===== config.mk =====
export PLATFORM = sky130hd
export DESIGN_NAME = morse_key_classifier
export DESIGN_NICKNAME = d
export VERILOG_FILES = /design/src/rtl/morse_key_classifier.sv
export SDC_FILE = /design/constraint.sdc
export NUM_CORES = 1
export LEC_CHECK = 0
export ABC_AREA = 1
export CORE_UTILIZATION = 61
export CTS_CLUSTER_DIAMETER = 60
export DETAILED_ROUTE_END_ITERATION = 6
export GPL_TIMING_DRIVEN = 1
export PLACE_DENSITY = 0.86
export SKIP_CTS_REPAIR_TIMING = 1
export SYNTH_ARGS = -nofsm -noshare
export SYNTH_HDL_FRONTEND = slang
export SYNTH_SLANG_ARGS = --single-unit

===== constraint.sdc =====
create_clock -name clk -period 1.95 [get_ports clk]
set_clock_uncertainty 0.15 [all_clocks]
set_input_delay 0.195 -clock clk [delete_from_list [all_inputs] [get_ports clk]]
set_output_delay 0.195 -clock clk [all_outputs]
set_load 0.05 [all_outputs]

===== src/rtl/morse_key_classifier.sv =====
// Morse straight-key front end: synchronises and debounces the raw key, times marks and gaps
// in Morse units and emits one-hot dot/dash/char-space/word-space pulses with holdoff windows.
module morse_key_classifier #(
    parameter int unsigned UNIT_CYC     = 4,
    parameter int unsigned DEBOUNCE_CYC = 2,
    parameter int unsigned CNT_W        = 16
) (
    input  logic clk,
    input  logic rst,
    input  logic key_in,
    output logic dot_inp,
    output logic dash_inp,
    output logic char_space_inp,
    output logic word_space_inp
);

    localparam int unsigned DB_W = (DEBOUNCE_CYC > 1) ? $clog2(DEBOUNCE_CYC) : 1;
    localparam logic [DB_W-1:0]  DB_LAST = DB_W'(DEBOUNCE_CYC - 1);
    localparam logic [CNT_W-1:0] DASH_TH = CNT_W'(2 * UNIT_CYC);
    localparam logic [CNT_W-1:0] CHAR_TH = CNT_W'(3 * UNIT_CYC);
    localparam logic [CNT_W-1:0] WORD_TH = CNT_W'(7 * UNIT_CYC);

    typedef enum logic [1:0] {
        StIdle,
        StMark,
        StGap,
        StGapC
    } state_e;

    function automatic logic [CNT_W-1:0] sat_inc(input logic [CNT_W-1:0] v);
        return (v == {CNT_W{1'b1}}) ? v : v + 1'b1;
    endfunction

    logic [1:0]       sync_q;
    logic             key_s;
    logic             key_db_q, key_db_d;
    logic [DB_W-1:0]  db_cnt_q, db_cnt_d;
    state_e           state_q, state_d;
    logic [CNT_W-1:0] mark_cnt_q, mark_cnt_d;
    logic [CNT_W-1:0] gap_cnt_q, gap_cnt_d;
    logic [2:0]       hold_q, hold_d;
    logic             pend_q, pend_d;
    logic             pend_dash_q, pend_dash_d;
    logic             dot_q, dot_d;
    logic             dash_q, dash_d;
    logic             char_q, char_d;
    logic             word_q, word_d;

    logic sym_req, sym_dash, char_req, word_req;

    assign key_s = sync_q[1];

    // Debounce: adopt key_s only after it has disagreed for DEBOUNCE_CYC consecutive samples.
    always_comb begin
        key_db_d = key_db_q;
        db_cnt_d = '0;
        if (key_s != key_db_q) begin
            if (db_cnt_q == DB_LAST) begin
                key_db_d = key_s;
            end else begin
                db_cnt_d = db_cnt_q + 1'b1;
            end
        end
    end

    // Mark/gap timing FSM; a key rise in a gap always wins over a space threshold.
    always_comb begin
        state_d    = state_q;
        mark_cnt_d = mark_cnt_q;
        gap_cnt_d  = gap_cnt_q;
        sym_req    = 1'b0;
        sym_dash   = 1'b0;
        char_req   = 1'b0;
        word_req   = 1'b0;
        case (state_q)
            StIdle: begin
                if (key_db_q) begin
                    state_d    = StMark;
                    mark_cnt_d = CNT_W'(1);
                end
            end
            StMark: begin
                if (key_db_q) begin
                    mark_cnt_d = sat_inc(mark_cnt_q);
                end else begin
                    sym_req   = 1'b1;
                    sym_dash  = (mark_cnt_q >= DASH_TH);
                    gap_cnt_d = CNT_W'(1);
                    state_d   = StGap;
                end
            end
            StGap: begin
                if (key_db_q) begin
                    state_d    = StMark;
                    mark_cnt_d = CNT_W'(1);
                end else begin
                    gap_cnt_d = sat_inc(gap_cnt_q);
                    if (gap_cnt_q == CHAR_TH) begin
                        char_req = 1'b1;
                        state_d  = StGapC;
                    end
                end
            end
            StGapC: begin
                if (key_db_q) begin
                    state_d    = StMark;
                    mark_cnt_d = CNT_W'(1);
                end else begin
                    gap_cnt_d = sat_inc(gap_cnt_q);
                    if (gap_cnt_q == WORD_TH) begin
                        word_req = 1'b1;
                        state_d  = StIdle;
                    end
                end
            end
            default: state_d = StIdle;
        endcase
    end

    // Output stage: spaces start a holdoff; symbols landing inside one wait in the pending slot.
    always_comb begin
        dot_d       = 1'b0;
        dash_d      = 1'b0;
        char_d      = 1'b0;
        word_d      = 1'b0;
        hold_d      = hold_q;
        pend_d      = pend_q;
        pend_dash_d = pend_dash_q;

        if (char_req) begin
            char_d = 1'b1;
            hold_d = 3'd3;
        end else if (word_req) begin
            word_d = 1'b1;
            hold_d = 3'd7;
        end else if (hold_q != 3'd0) begin
            hold_d = hold_q - 3'd1;
        end

        if (sym_req) begin
            if (char_req || word_req || (hold_q != 3'd0)) begin
                pend_d      = 1'b1;
                pend_dash_d = sym_dash;
            end else begin
                dot_d  = ~sym_dash;
                dash_d = sym_dash;
            end
        end else if (pend_q && (hold_q == 3'd0) && !char_req && !word_req) begin
            dot_d  = ~pend_dash_q;
            dash_d = pend_dash_q;
            pend_d = 1'b0;
        end
    end

    always_ff @(posedge clk) begin
        if (!rst) begin
            sync_q      <= '0;
            key_db_q    <= 1'b0;
            db_cnt_q    <= '0;
            state_q     <= StIdle;
            mark_cnt_q  <= '0;
            gap_cnt_q   <= '0;
            hold_q      <= '0;
            pend_q      <= 1'b0;
            pend_dash_q <= 1'b0;
            dot_q       <= 1'b0;
            dash_q      <= 1'b0;
            char_q      <= 1'b0;
            word_q      <= 1'b0;
        end else begin
            sync_q      <= {sync_q[0], key_in};
            key_db_q    <= key_db_d;
            db_cnt_q    <= db_cnt_d;
            state_q     <= state_d;
            mark_cnt_q  <= mark_cnt_d;
            gap_cnt_q   <= gap_cnt_d;
            hold_q      <= hold_d;
            pend_q      <= pend_d;
            pend_dash_q <= pend_dash_d;
            dot_q       <= dot_d;
            dash_q      <= dash_d;
            char_q      <= char_d;
            word_q      <= word_d;
        end
    end

    assign dot_inp        = dot_q;
    assign dash_inp       = dash_q;
    assign char_space_inp = char_q;
    assign word_space_inp = word_q;

endmodule


# Word level (Yosys, flattened, before mapping)
# Index checks and enable logic that the tools add are counted.
# word_totals
romBits,0
latch_bits,0
word_cells,104
regBits,47
out_inout_bits,4
mem_bits_rw,0
n_memories,0
# op_classes
n_addsub,4
shift,0
bitwise_logic,4
div,0
reduce_logical,24
n_eq_ne,18
magnitude_cmp,1
muxes,39
multipliers,0
# ops
op,count
$mux 16,6
$pmux 16 s2,2
$add 16x1->16 const B,2
$eq 16x16->1 const B,2
$mux 1,21
$eq 16x4->1 const B,1
$eq 16x5->1 const B,1
$ge 16x4->1 const B,1
$mux 2,7
$ne 2x2->1 const B,6
$pmux 2 s4,1
$reduce_and 4->1,2
$mux 3,2
$ne 3x3->1 const B,2
$reduce_and 2->1,3
$reduce_bool 2->1,3
$reduce_bool 3->1,2
$reduce_or 3->1,2
$eq 2x2->1 const B,2
$ne 2x1->1 const B,2
$not 1->1,4
$reduce_or 2->1,2
$logic_and 1x1->1,3
$logic_not 3->1,1
8 further kinds,10

# Longest topological paths before layout
# depth
ltp_word,9
ltp_mapped,12
mapped_depth_nobuf,11

# Worst setup path before layout
# OpenSTA, ideal clock, no wires.
# synth_path
path_type,reg2reg
startpoint,register gap_cnt_q[1]
endpoint,register gap_cnt_q[11]
required_ns,1.674
setup_ns,0.126
t_arrival_ns,1.405
n_path_buf,1
period_less_slack_ns,1.680
path_slack_ns,0.270
path_stages_with_launch,10
cell_sequence,dfxtp_1 -> ha_1 -> nand3_2 -> nor2_8 -> nand3_4 -> nand2_2 -> buf_4 -> nor2_1 -> nor2_1 -> nor2_2
# synth_via
elab_chain_len,4
elab_cells_between_ends,7
classes_between,add/sub: 1; eq/ne: 2; mux: 3; reduce/logical: 1
# synth_rtl
item,line_no,text
from (decl),40,"logic [CNT_W-1:0] gap_cnt_q, gap_cnt_d;"
from (signal assigned),176,gap_cnt_q <= gap_cnt_d;
$add 16x1->16,31,return (v == {CNT_W{1'b1}}) ? v : v + 1'b1;
$mux 16,31,
$mux 16,"93, 105",
$pmux 16 s2,75,case (state_q)
# Several ways; a longest one is shown, not always the timed one. The select of a mux whose other input is x is not followed.
# A chain may end at the register's enable or synchronous reset.

# Final worst setup path
# layout_path
startpoint,register mark_cnt_q[0]
endpoint,register mark_cnt_q[6]
# layout_via
elab_chain_len,4
elab_cells_between_ends,7
classes_between,add/sub: 1; eq/ne: 2; mux: 3; reduce/logical: 1
# layout_rtl
item,line_no,text
from (decl),39,"logic [CNT_W-1:0] mark_cnt_q, mark_cnt_d;"
from (signal assigned),175,mark_cnt_q <= mark_cnt_d;
$add 16x1->16,31,
$mux 16,31,
$mux 16,83,if (key_db_q) begin
$pmux 16 s2,75,
# Several ways; a longest one is shown, not always the timed one. The select of a mux whose other input is x is not followed.

==> results.cfg <==
[synthesis]
ys_seq_elements = 47
yosys-top-cells-area = dfxtp_1, nand2_1, nor2_1
synthFlopType = dfxtp_1
synth_area_um2 = 2670
ys_types = 39
async_flop_share_pct = 0
yosys.area.top_type = dfxtp_1
syn_avg_cell_area_um2 = 6.80
synth_top_area_share_pct = 35.2
syn_nets = 402
ys_seq_area_share_pct = 35.2
synthCells = 393
synth_edf_count = 0
yosysWarnings = 0

[global_routing]
grt-ovfl-total = 0
grt_pass1_wl_mm = 9.24
grt_max_degree = 16
antenna_found_initial = 0
grt_pass1_vias = 2141
grt_use_total_pct = 26.8

[route]
via_count = 2463
drc_errors = 0
routed_wl_mm = 5.76
drtIter0Drc = 235
viasPerCell = 5.40
dr.pass1.iters = 5
wl_per_cell_um = 12.6
ant_nets = 0

[critical_path]
cp_num_cells = 10
worstPathCellList = ha_1 > nand2_1 > inv_1 > nand2_1 > nor2_4 > nand3_4 > buf_4 > nand3_1 > a21oi_1 > and2_1
r2r_start = mark_cnt_q[0]
worst-setup-path-type = reg -> reg
critPathBufInv = 2
reg2regPathDepth = 10
worstReg2RegEnd = mark_cnt_q[6]
cp_slowest_cell = dfxtp_2
cp_max_fo = 6
crit_arrival_ns = 1.85
slowest_delay_ns = 0.37
cp-startpoint = mark_cnt_q[0]
required_ns = 2.00
reg2reg_slack_ns = 0.15
critPathCaptureType = flop
start_kind = flop
crit_family = simple AND/OR/NAND/NOR gates
endpoint = mark_cnt_q[6]
crit_top_cell = nand2_1

[sta]
tightestPinTransition_ns = 0.493
fin_crit_sh_pct = 92.4
setup_viol = 0
fin_setup_tns_ns = 0
period_needed_ns = 1.80
relSlewSlack_pct = 67.0
hold_viol_final = 0
finalMaxSlewViolations = 0
rsz0062_at_grt = no
max_freq_ghz = 0.555

[clock_tree]
cts_root_buf = clkbuf_8
clock_latency_ns = 0.31
cts_tree = done
cts_buffer_depth = 2
path_clk_slew_ns = 0.08
cts_max_level = 2
cts_buffers = 5
clkSinkCount = 47

[worst_hold_path]
hold_class = reg -> reg

[finish]
n_antenna_cell = 0
drive_gt1_share_pct = 11.6
final_nets = 414
fin_util_pct = 71.7
final_cell_mix = nand2_1, nor2_1, inv_1
area_growth_pct = 10.4
mostFrequentLayoutCell = nand2_1

[floorplanning]
fp.dieH_um = 68.2
dieWidth_um = 68.2
core_um2 = 4120
rows = 23
start_util_pct = 64.9
ios = 7
dieArea_um2 = 4650

[pwr]
p_total_mw = 2.62
powerDensity_nw_per_um2 = 887
p_leak_nw = 1.22
ir_worst_vdd_mv = 0.566

[job]
maxCapViolations = 0

[placed_design]
io_buffers = 6
place.gp.congestion = 0.862
hpwl_mm = 4.22

[run_status]
run_status = finished clean
[how the worst min path moves through the flow]
stage / startpoint / endpoint / slack (ns) / depth (start not counted)
final: sync_q[0] / sync_q[1] / 0.27 / 2
after global routing: sync_q[0] / sync_q[1] / 0.28 / 2
after CTS: sync_q[0] / sync_q[1] / 0.27 / 2
after detailed placement: sync_q[0] / sync_q[1] / 0.25 / 2
after global placement: sync_q[0] / sync_q[1] / 0.25 / 2
after floorplan: key_in / sync_q[0] / 0.14 / 2
[state kept, by name, indices dropped and copies added, names as in the netlist]
signal / cells
hold_q: 3
sync_q: 2
pend_dash_q: 1
state_q: 2
pend_q: 1
dash_inp: 1
db_cnt_q: 1
dot_inp: 1
key_db_q: 1
mark_cnt_q: 16
char_space_inp: 1
gap_cnt_q: 16
word_space_inp: 1
[cell usage after synthesis, drive strengths merged, types with 2 or more instances]
cell type	number
ha	6
o21ai	16
inv	59
nor3	16
a211oi	2
nor2	73
nand4	17
buf	6
nand3	24
xor2	5
dfxtp	47
nand2	87
clkbuf	2
a21oi	24
[worst register-to-register path, delay by kind of cell, from the launching register on]
kind	cells	cell delay, ns
buf+inv	2	0.25
simple gates	6	0.69
fa+ha+maj	1	0.19
flops	1	0.37
compound gates	1	0.06
[through the flow]
step / setup slack [ns] / cell area [um^2] / instances / hold WS, ns
6_report: 0.148 / 2950 / 456 / 0.274
5_1_grt: 0.00837 / 2950 / 456 / 0.280
3_3_place_gp: 0.197 / 2780 / 446 / 0.246
3_5_place_dp: 0.115 / 2780 / 446 / 0.254
2_1_floorplan: 0.270 / 2670 / 393 / 0.143
4_1_cts: 0.0729 / 2910 / 454 / 0.272
[layer usage]
layer	vias to the layer above	GRT usage (%)	part of all wire, %
met1	1086	35.5	45
met3	8	6.67	7.4
met5	-	0	0
met2	91	42.2	46
li1	1278	-	-
met4	0	9.38	1.4
[where the power goes]
group	leakage [nW]	total [mW]	switching (mW)	internal, mW
registers	0.382	1.08	0.0566	1.02
clock network	0.0654	0.850	0.337	0.513
logic	0.769	0.688	0.472	0.215
total	1.22	2.62	0.866	1.75
[logic make-up after synthesis]
group / synth area share, %
simple gates: 39.7
buf+inv: 10.4
compound gates: 10.3
fa+ha+maj: 2.81
xor+xnor: 1.64
flops: 35.2
[area by class of cell]
type | count | area (um^2)
clock buffer | 6 | 72.6
clock inverter | 2 | 60.1
fill | 317 | 1160
inverter | 60 | 225
multi-input combinational | 278 | 1470
sequential | 47 | 947
tap | 50 | 62.6
timing repair buffer | 13 | 113
Power figures use the tool's default switching activity.
